## config.mk

```make
export PLATFORM = sky130hd
export DESIGN_NAME = scroll_display
export DESIGN_NICKNAME = d
export VERILOG_FILES = /design/src/rtl/scroll_display.sv
export SDC_FILE = /design/constraint.sdc
export NUM_CORES = 1
export LEC_CHECK = 0
export CORE_ASPECT_RATIO = 2
export CORE_MARGIN = 3
export CORE_UTILIZATION = 40
export CTS_CLUSTER_SIZE = 10
export DETAILED_ROUTE_END_ITERATION = 10
export SYNTH_ARGS = -nofsm -noshare
export SYNTH_HDL_FRONTEND = slang
export SYNTH_SLANG_ARGS = --single-unit
export TNS_END_PERCENT = 5
```

## constraint.sdc

```tcl
create_clock -name clk -period 4.3 [get_ports clk]
set_clock_uncertainty 0.05 [all_clocks]
set_input_delay 0.43 -clock clk [delete_from_list [all_inputs] [get_ports clk]]
set_output_delay 0.43 -clock clk [all_outputs]
set_load 0.01 [all_outputs]
```

## src/rtl/scroll_display.sv

```systemverilog
// Binary value to BCD with an iterative shift-add-3 converter, shown through a windowed/scrolling/blinking digit view.
// Optional: define SCROLL_DISPLAY_LZB_EN to blank leading zero digits.
module scroll_display #(
  parameter int DATA_W     = 10,
  parameter int NUM_DIGITS = 4,
  parameter int WIN_DIGITS = 2,
  parameter int TICK_DIV   = 25000000
) (
  input  logic                    clk,
  input  logic                    rstn,
  input  logic [DATA_W-1:0]       value,
  input  logic                    load,
  input  logic [1:0]              mode,
  output logic [4*WIN_DIGITS-1:0] win_bcd,
  output logic [WIN_DIGITS-1:0]   win_blank,
  output logic                    busy,
  output logic                    done,
  output logic                    ovf
);

  localparam int BW = 4 * NUM_DIGITS;
  localparam int CW = $clog2(DATA_W + 1);
  localparam int PW = (NUM_DIGITS > 1) ? $clog2(NUM_DIGITS) : 1;
  localparam int TW = (TICK_DIV > 1) ? $clog2(TICK_DIV) : 1;

  localparam logic [1:0] M_OFF    = 2'd0;
  localparam logic [1:0] M_SCROLL = 2'd2;
  localparam logic [1:0] M_BLINK  = 2'd3;

  function automatic logic [63:0] pow10(input int n);
    logic [63:0] r;
    r = 64'd1;
    for (int i = 0; i < n; i++) r = r * 64'd10;
    return r;
  endfunction

  localparam logic [63:0] LIMIT = pow10(NUM_DIGITS);

  typedef enum logic [1:0] {IDLE, CONV, SHOW} state_t;

  state_t              state;
  logic [DATA_W-1:0]   sh;
  logic [BW-1:0]       acc;
  logic [BW-1:0]       digits;
  logic [CW-1:0]       cnt;
  logic                ovf_pend;
  logic [PW-1:0]       ptr;
  logic                phase;
  logic [TW-1:0]       presc;

  logic                tick;
  logic                fin;
  logic                ld;
  logic                over;
  logic                conv_n;
  logic                show_n;
  logic [BW-1:0]       adj;
  logic [BW-1:0]       acc_sh;
  logic [BW-1:0]       digits_n;
  logic [PW-1:0]       ptr_n;
  logic                phase_n;
  logic [4*WIN_DIGITS-1:0] bcd_n;
  logic [WIN_DIGITS-1:0]   blank_n;

  assign tick   = (presc == TW'(TICK_DIV - 1));
  assign fin    = (state == CONV) && (cnt == CW'(DATA_W));
  assign ld     = load && (state != CONV);
  assign over   = (64'(value) >= LIMIT);
  assign conv_n = ld || ((state == CONV) && !fin);
  assign show_n = ((state == SHOW) && !ld) || fin;

  // One double-dabble step: fix up digits >= 5, then shift the next binary bit in.
  always_comb begin
    adj = acc;
    for (int i = 0; i < NUM_DIGITS; i++)
      if (acc[4*i +: 4] >= 4'd5) adj[4*i +: 4] = acc[4*i +: 4] + 4'd3;
    acc_sh = {adj[BW-2:0], sh[DATA_W-1]};
  end

  always_comb begin
    digits_n = digits;
    if (fin) digits_n = ovf_pend ? {NUM_DIGITS{4'h9}} : acc;

    ptr_n = '0;
    if (!fin && mode == M_SCROLL)
      ptr_n = tick ? ((ptr == PW'(NUM_DIGITS - 1)) ? '0 : ptr + 1'b1) : ptr;

    phase_n = phase;
    if (fin) phase_n = 1'b1;
    else if (mode == M_BLINK && tick) phase_n = ~phase;
  end

  // Window is built from next-edge state so outputs, pointer and digits move together.
  always_comb begin
    int j;
`ifdef SCROLL_DISPLAY_LZB_EN
    int msnz;
    msnz = 0;
    for (int i = 0; i < NUM_DIGITS; i++)
      if (digits_n[4*i +: 4] != 4'd0) msnz = i;
`endif
    bcd_n   = '0;
    blank_n = '1;
    for (int k = 0; k < WIN_DIGITS; k++) begin
      j = int'(ptr_n) + k;
      if (j >= NUM_DIGITS) j = j - NUM_DIGITS;
      bcd_n[4*k +: 4] = digits_n[4*j +: 4];
      if (show_n && mode != M_OFF && !(mode == M_BLINK && !phase_n)) begin
        blank_n[k] = 1'b0;
`ifdef SCROLL_DISPLAY_LZB_EN
        blank_n[k] = (j > msnz);
`endif
      end
    end
  end

  always_ff @(posedge clk or negedge rstn) begin
    if (!rstn) begin
      state     <= IDLE;
      sh        <= '0;
      acc       <= '0;
      digits    <= '0;
      cnt       <= '0;
      ovf_pend  <= 1'b0;
      ptr       <= '0;
      phase     <= 1'b1;
      presc     <= '0;
      busy      <= 1'b0;
      done      <= 1'b0;
      ovf       <= 1'b0;
      win_bcd   <= '0;
      win_blank <= '1;
    end else begin
      presc  <= tick ? '0 : presc + 1'b1;
      ptr    <= ptr_n;
      phase  <= phase_n;
      digits <= digits_n;
      done   <= fin;
      if (ld) begin
        sh       <= value;
        acc      <= '0;
        cnt      <= '0;
        ovf_pend <= over;
        busy     <= 1'b1;
        state    <= CONV;
      end else if (state == CONV) begin
        if (fin) begin
          busy  <= 1'b0;
          ovf   <= ovf_pend;
          state <= SHOW;
        end else begin
          acc <= acc_sh;
          sh  <= sh << 1;
          cnt <= cnt + 1'b1;
        end
      end
      if (!conv_n) begin
        win_bcd   <= bcd_n;
        win_blank <= blank_n;
      end
    end
  end

endmodule
```

==> out/metrics.cfg <==
[finish]
seq_area_sq_mm = 0.00215
fin_cells = 593
drive_above_1_share_pct = 10.5
nets = 480
nFillCells = 982
multi_input_area_sq_mm = 0.00198
syn_to_final_growth_pct = 16.0
diodes = 0

[place]
place_congestion = 0.767
portBuffers = 26
hpwl_um = 6700
placed_cells = 577
dp_slack_ps = 973

[die]
die_h_um = 153
row_count = 53
die_area_sq_mm = 0.0121
fp.coreArea_sq_mm = 0.0105
die_w_um = 79.4
ios = 28
start_util_pct = 40.9

[drt]
drc = 0
drtPass1Iterations = 4
wl_um = 9210
drtIter0Drc = 185
viasPerCell = 5.22
wl_per_cell_um = 15.5
via_count = 3093
postRouteAntennaNets = 0

[grt]
grt_util_all_layers_pct = 16.8
grt-ovfl-total = 0
antenna_found_initial = 0
grt_max_degree = 87
grt_pass1_vias = 3298
grt_pass1_wl_um = 15900

[synthesis]
synth_area_sq_mm = 0.00431
yosys_register_bits = 86
yosys.area.top_type = dfrtp_1
synth_top_area_share_pct = 48.8
postSynthCellCount = 425
yosysWarningCount = 0
avgSynthCellArea_sq_um = 10.1
syn_nets = 454
yosysSeqAreaShare_pct = 50.0
synth_cell_type_count = 45
ys_top_cells_by_area = dfrtp_1, nor2_1, ha_1

[sta]
tightest_slew_ps = 1100
maxSlewViolCount = 0
setup-tns-final_ps = 0
finalCriticalPeriod_ps = 3330
hold_ws_ps = 238
period_share_pct = 77.3
fmax_mhz = 301
hold_violations = 0
slew_headroom_pct = 26.9
fin_ws_ps = 975
rsz0062_at_grt = no
setup_viol = 0

[worst_setup_path]
worst-setup-path-type = reg -> reg
end_kind = flop
r2r_cells = 8
crit_required_ps = 4530
worstSetupStartpointType = flop
worst-path-max-fanout = 13
cp.arrival_ps = 3550

[clocking]
post_cts_resize_count = 0
clkSlewWorstSetupHoldPaths_ps = 60
htreeDepth = 3
clock_sinks = 86
insertion_delay_ps = 340
cts_setup_buffers = 0
cts_tree = yes
clockRootBuffer = clkbuf_16
cts-buffers-inserted = 9
clockBufferDepth = 2
cts_hold_buffers = 0

[power]
leakage_nw = 2.30
peakVddDrop_v = 0.000243
powerDensity_mw_per_mm2 = 602

[hold_path]
hold_path_class = in -> async

[status]
status = finished, final reports clean

[job]
drv_cap = 0

## cell families (layout without fill, tap and decap cells)
group / after synthesis / after routing / share of synthesized area, %
compound gates: 68 / 68 / 9.99
flops: 86 / 86 / 50.0
simple gates: 156 / 156 / 17.5
other cells: 1 / 1 / 0.0870
fa+ha+maj: 14 / 14 / 4.06
mux: 28 / 28 / 8.01
xor+xnor: 31 / 31 / 6.30
buf+inv: 41 / 72 / 4.09
## worst max-delay path: stages (launching register included)
cell,delay [ps]
dfrtp_1,420
nor4b_2,310
nand4_1,250
o311ai_2,460
and2_1,590
inv_1,180
ha_1,360
nor3b_1,420
a221o_1,220
## state kept, by name, indices dropped and copies added, names as in the netlist
name       cells
state          2
acc           16
win_bcd        8
presc         25
cnt            4
ptr            2
done           1
win_blank      1
digits        16
phase          1
sh            10
## through the flow
| step | power [mW] | area (sq um) | utilization (%) |
|---|---|---|---|
| 2_1_floorplan | 1.91 | 4310 | - |
| 3_3_place_gp | 2.22 | 4700 | 44.6 |
| 3_5_place_dp | 2.26 | 4700 | 44.6 |
| 4_1_cts | 3.05 | 5000 | 47.4 |
| 5_1_grt | 3.24 | 5000 | 47.4 |
| 6_report | 3.01 | 5000 | 47.4 |
## cells in the mapped netlist, drive strengths merged
| cell | number |
|---|---|
| dfrtp | 84 |
| nor2 | 52 |
| nand2 | 40 |
| a21oi | 24 |
| inv | 24 |
| nand3 | 21 |
| o21ai | 19 |
| xor2 | 18 |
| ha | 14 |
| xnor2 | 13 |
| clkbuf | 12 |
| mux2 | 12 |
| mux2i | 12 |
| a31oi | 9 |
| and3 | 7 |
| nand2b | 7 |
| nand4 | 7 |
| buf | 5 |
| nor3 | 5 |
| a211oi | 4 |
| a221o | 4 |
| mux4 | 4 |
| and2 | 2 |
| and4 | 2 |
| dfstp | 2 |
| nor2b | 2 |
| nor4b | 2 |
| o31ai | 2 |
| or3 | 2 |
| or4 | 2 |
| a2111oi | 1 |
| a21boi | 1 |
| a41oi | 1 |
| and3b | 1 |
| conb | 1 |
| nand3b | 1 |
| nor3b | 1 |
| nor4 | 1 |
| o21a | 1 |
| o22ai | 1 |
| o311ai | 1 |
| or2 | 1 |
## power by group
part           switching, mW  internal, mW
combinational          0.568         0.445
clock                  0.320         0.467
sequential             0.169          1.04
total                   1.06          1.96
## final timing paths
check / from / end / slack [ps]
worst min register to register: presc[4]$_DFF_PN0_ / presc[4]$_DFF_PN0_ / 440
min in group clk: presc[4]$_DFF_PN0_ / presc[4]$_DFF_PN0_ / 440
worst min-delay path: rstn / digits[5]$_DFF_PN0_ / 240
worst max register to register: presc[7]$_DFF_PN0_ / win_bcd[5]$_DFFE_PN0N_ / 970
max in group asynchronous: rstn / state[1]$_DFFE_PN0P_ / 3250
worst max-delay path: presc[7]$_DFF_PN0_ / win_bcd[5]$_DFFE_PN0N_ / 970
## per-layer routing
metal | up-vias | GRT usage, % | part of all wire, %
met2 | 33 | 29.3 | 55
met5 | - | 0 | 0
met4 | 0 | 10.2 | 4.7
met1 | 1525 | 18.5 | 39
li1 | 1513 | - | -
met3 | 22 | 3.08 | 2.0
## final cells by class
type | count | share of cell area (%)
Multi-Input combinational cell | 298 | 39.6
Inverter | 24 | 1.80
Tap cell | 137 | 3.43
Sequential cell | 86 | 43.1
Timing Repair Buffer | 32 | 6.05
Clock inverter | 5 | 1.15
Clock buffer | 11 | 4.85
## cells in the final DEF, fill, tap and decap left out, types with 2 or more instances in the layout
cell type and instances:
nor4b_2 2, nor2b_1 2, a31oi_1 9, mux2_2 12, xor2_1 18, and3_1 7
nand3_1 21, xnor2_1 13, or3_1 2, clkinv_2 2, clkdlybuf4s50_1 25, dfstp_2 2
a21oi_1 24, nand4_1 6, o21ai_0 19, nor3_1 5, nand2_1 40, o31ai_1 2
ha_1 14, inv_1 24, dfrtp_1 84, nor2_1 51, a211oi_1 4, nand2b_1 7
mux2i_1 12, and4_1 2, or4_1 2, a221o_1 4, mux4_2 4, buf_4 7
clkbuf_16 9, and2_1 2
Power figures use the tool's default switching activity.
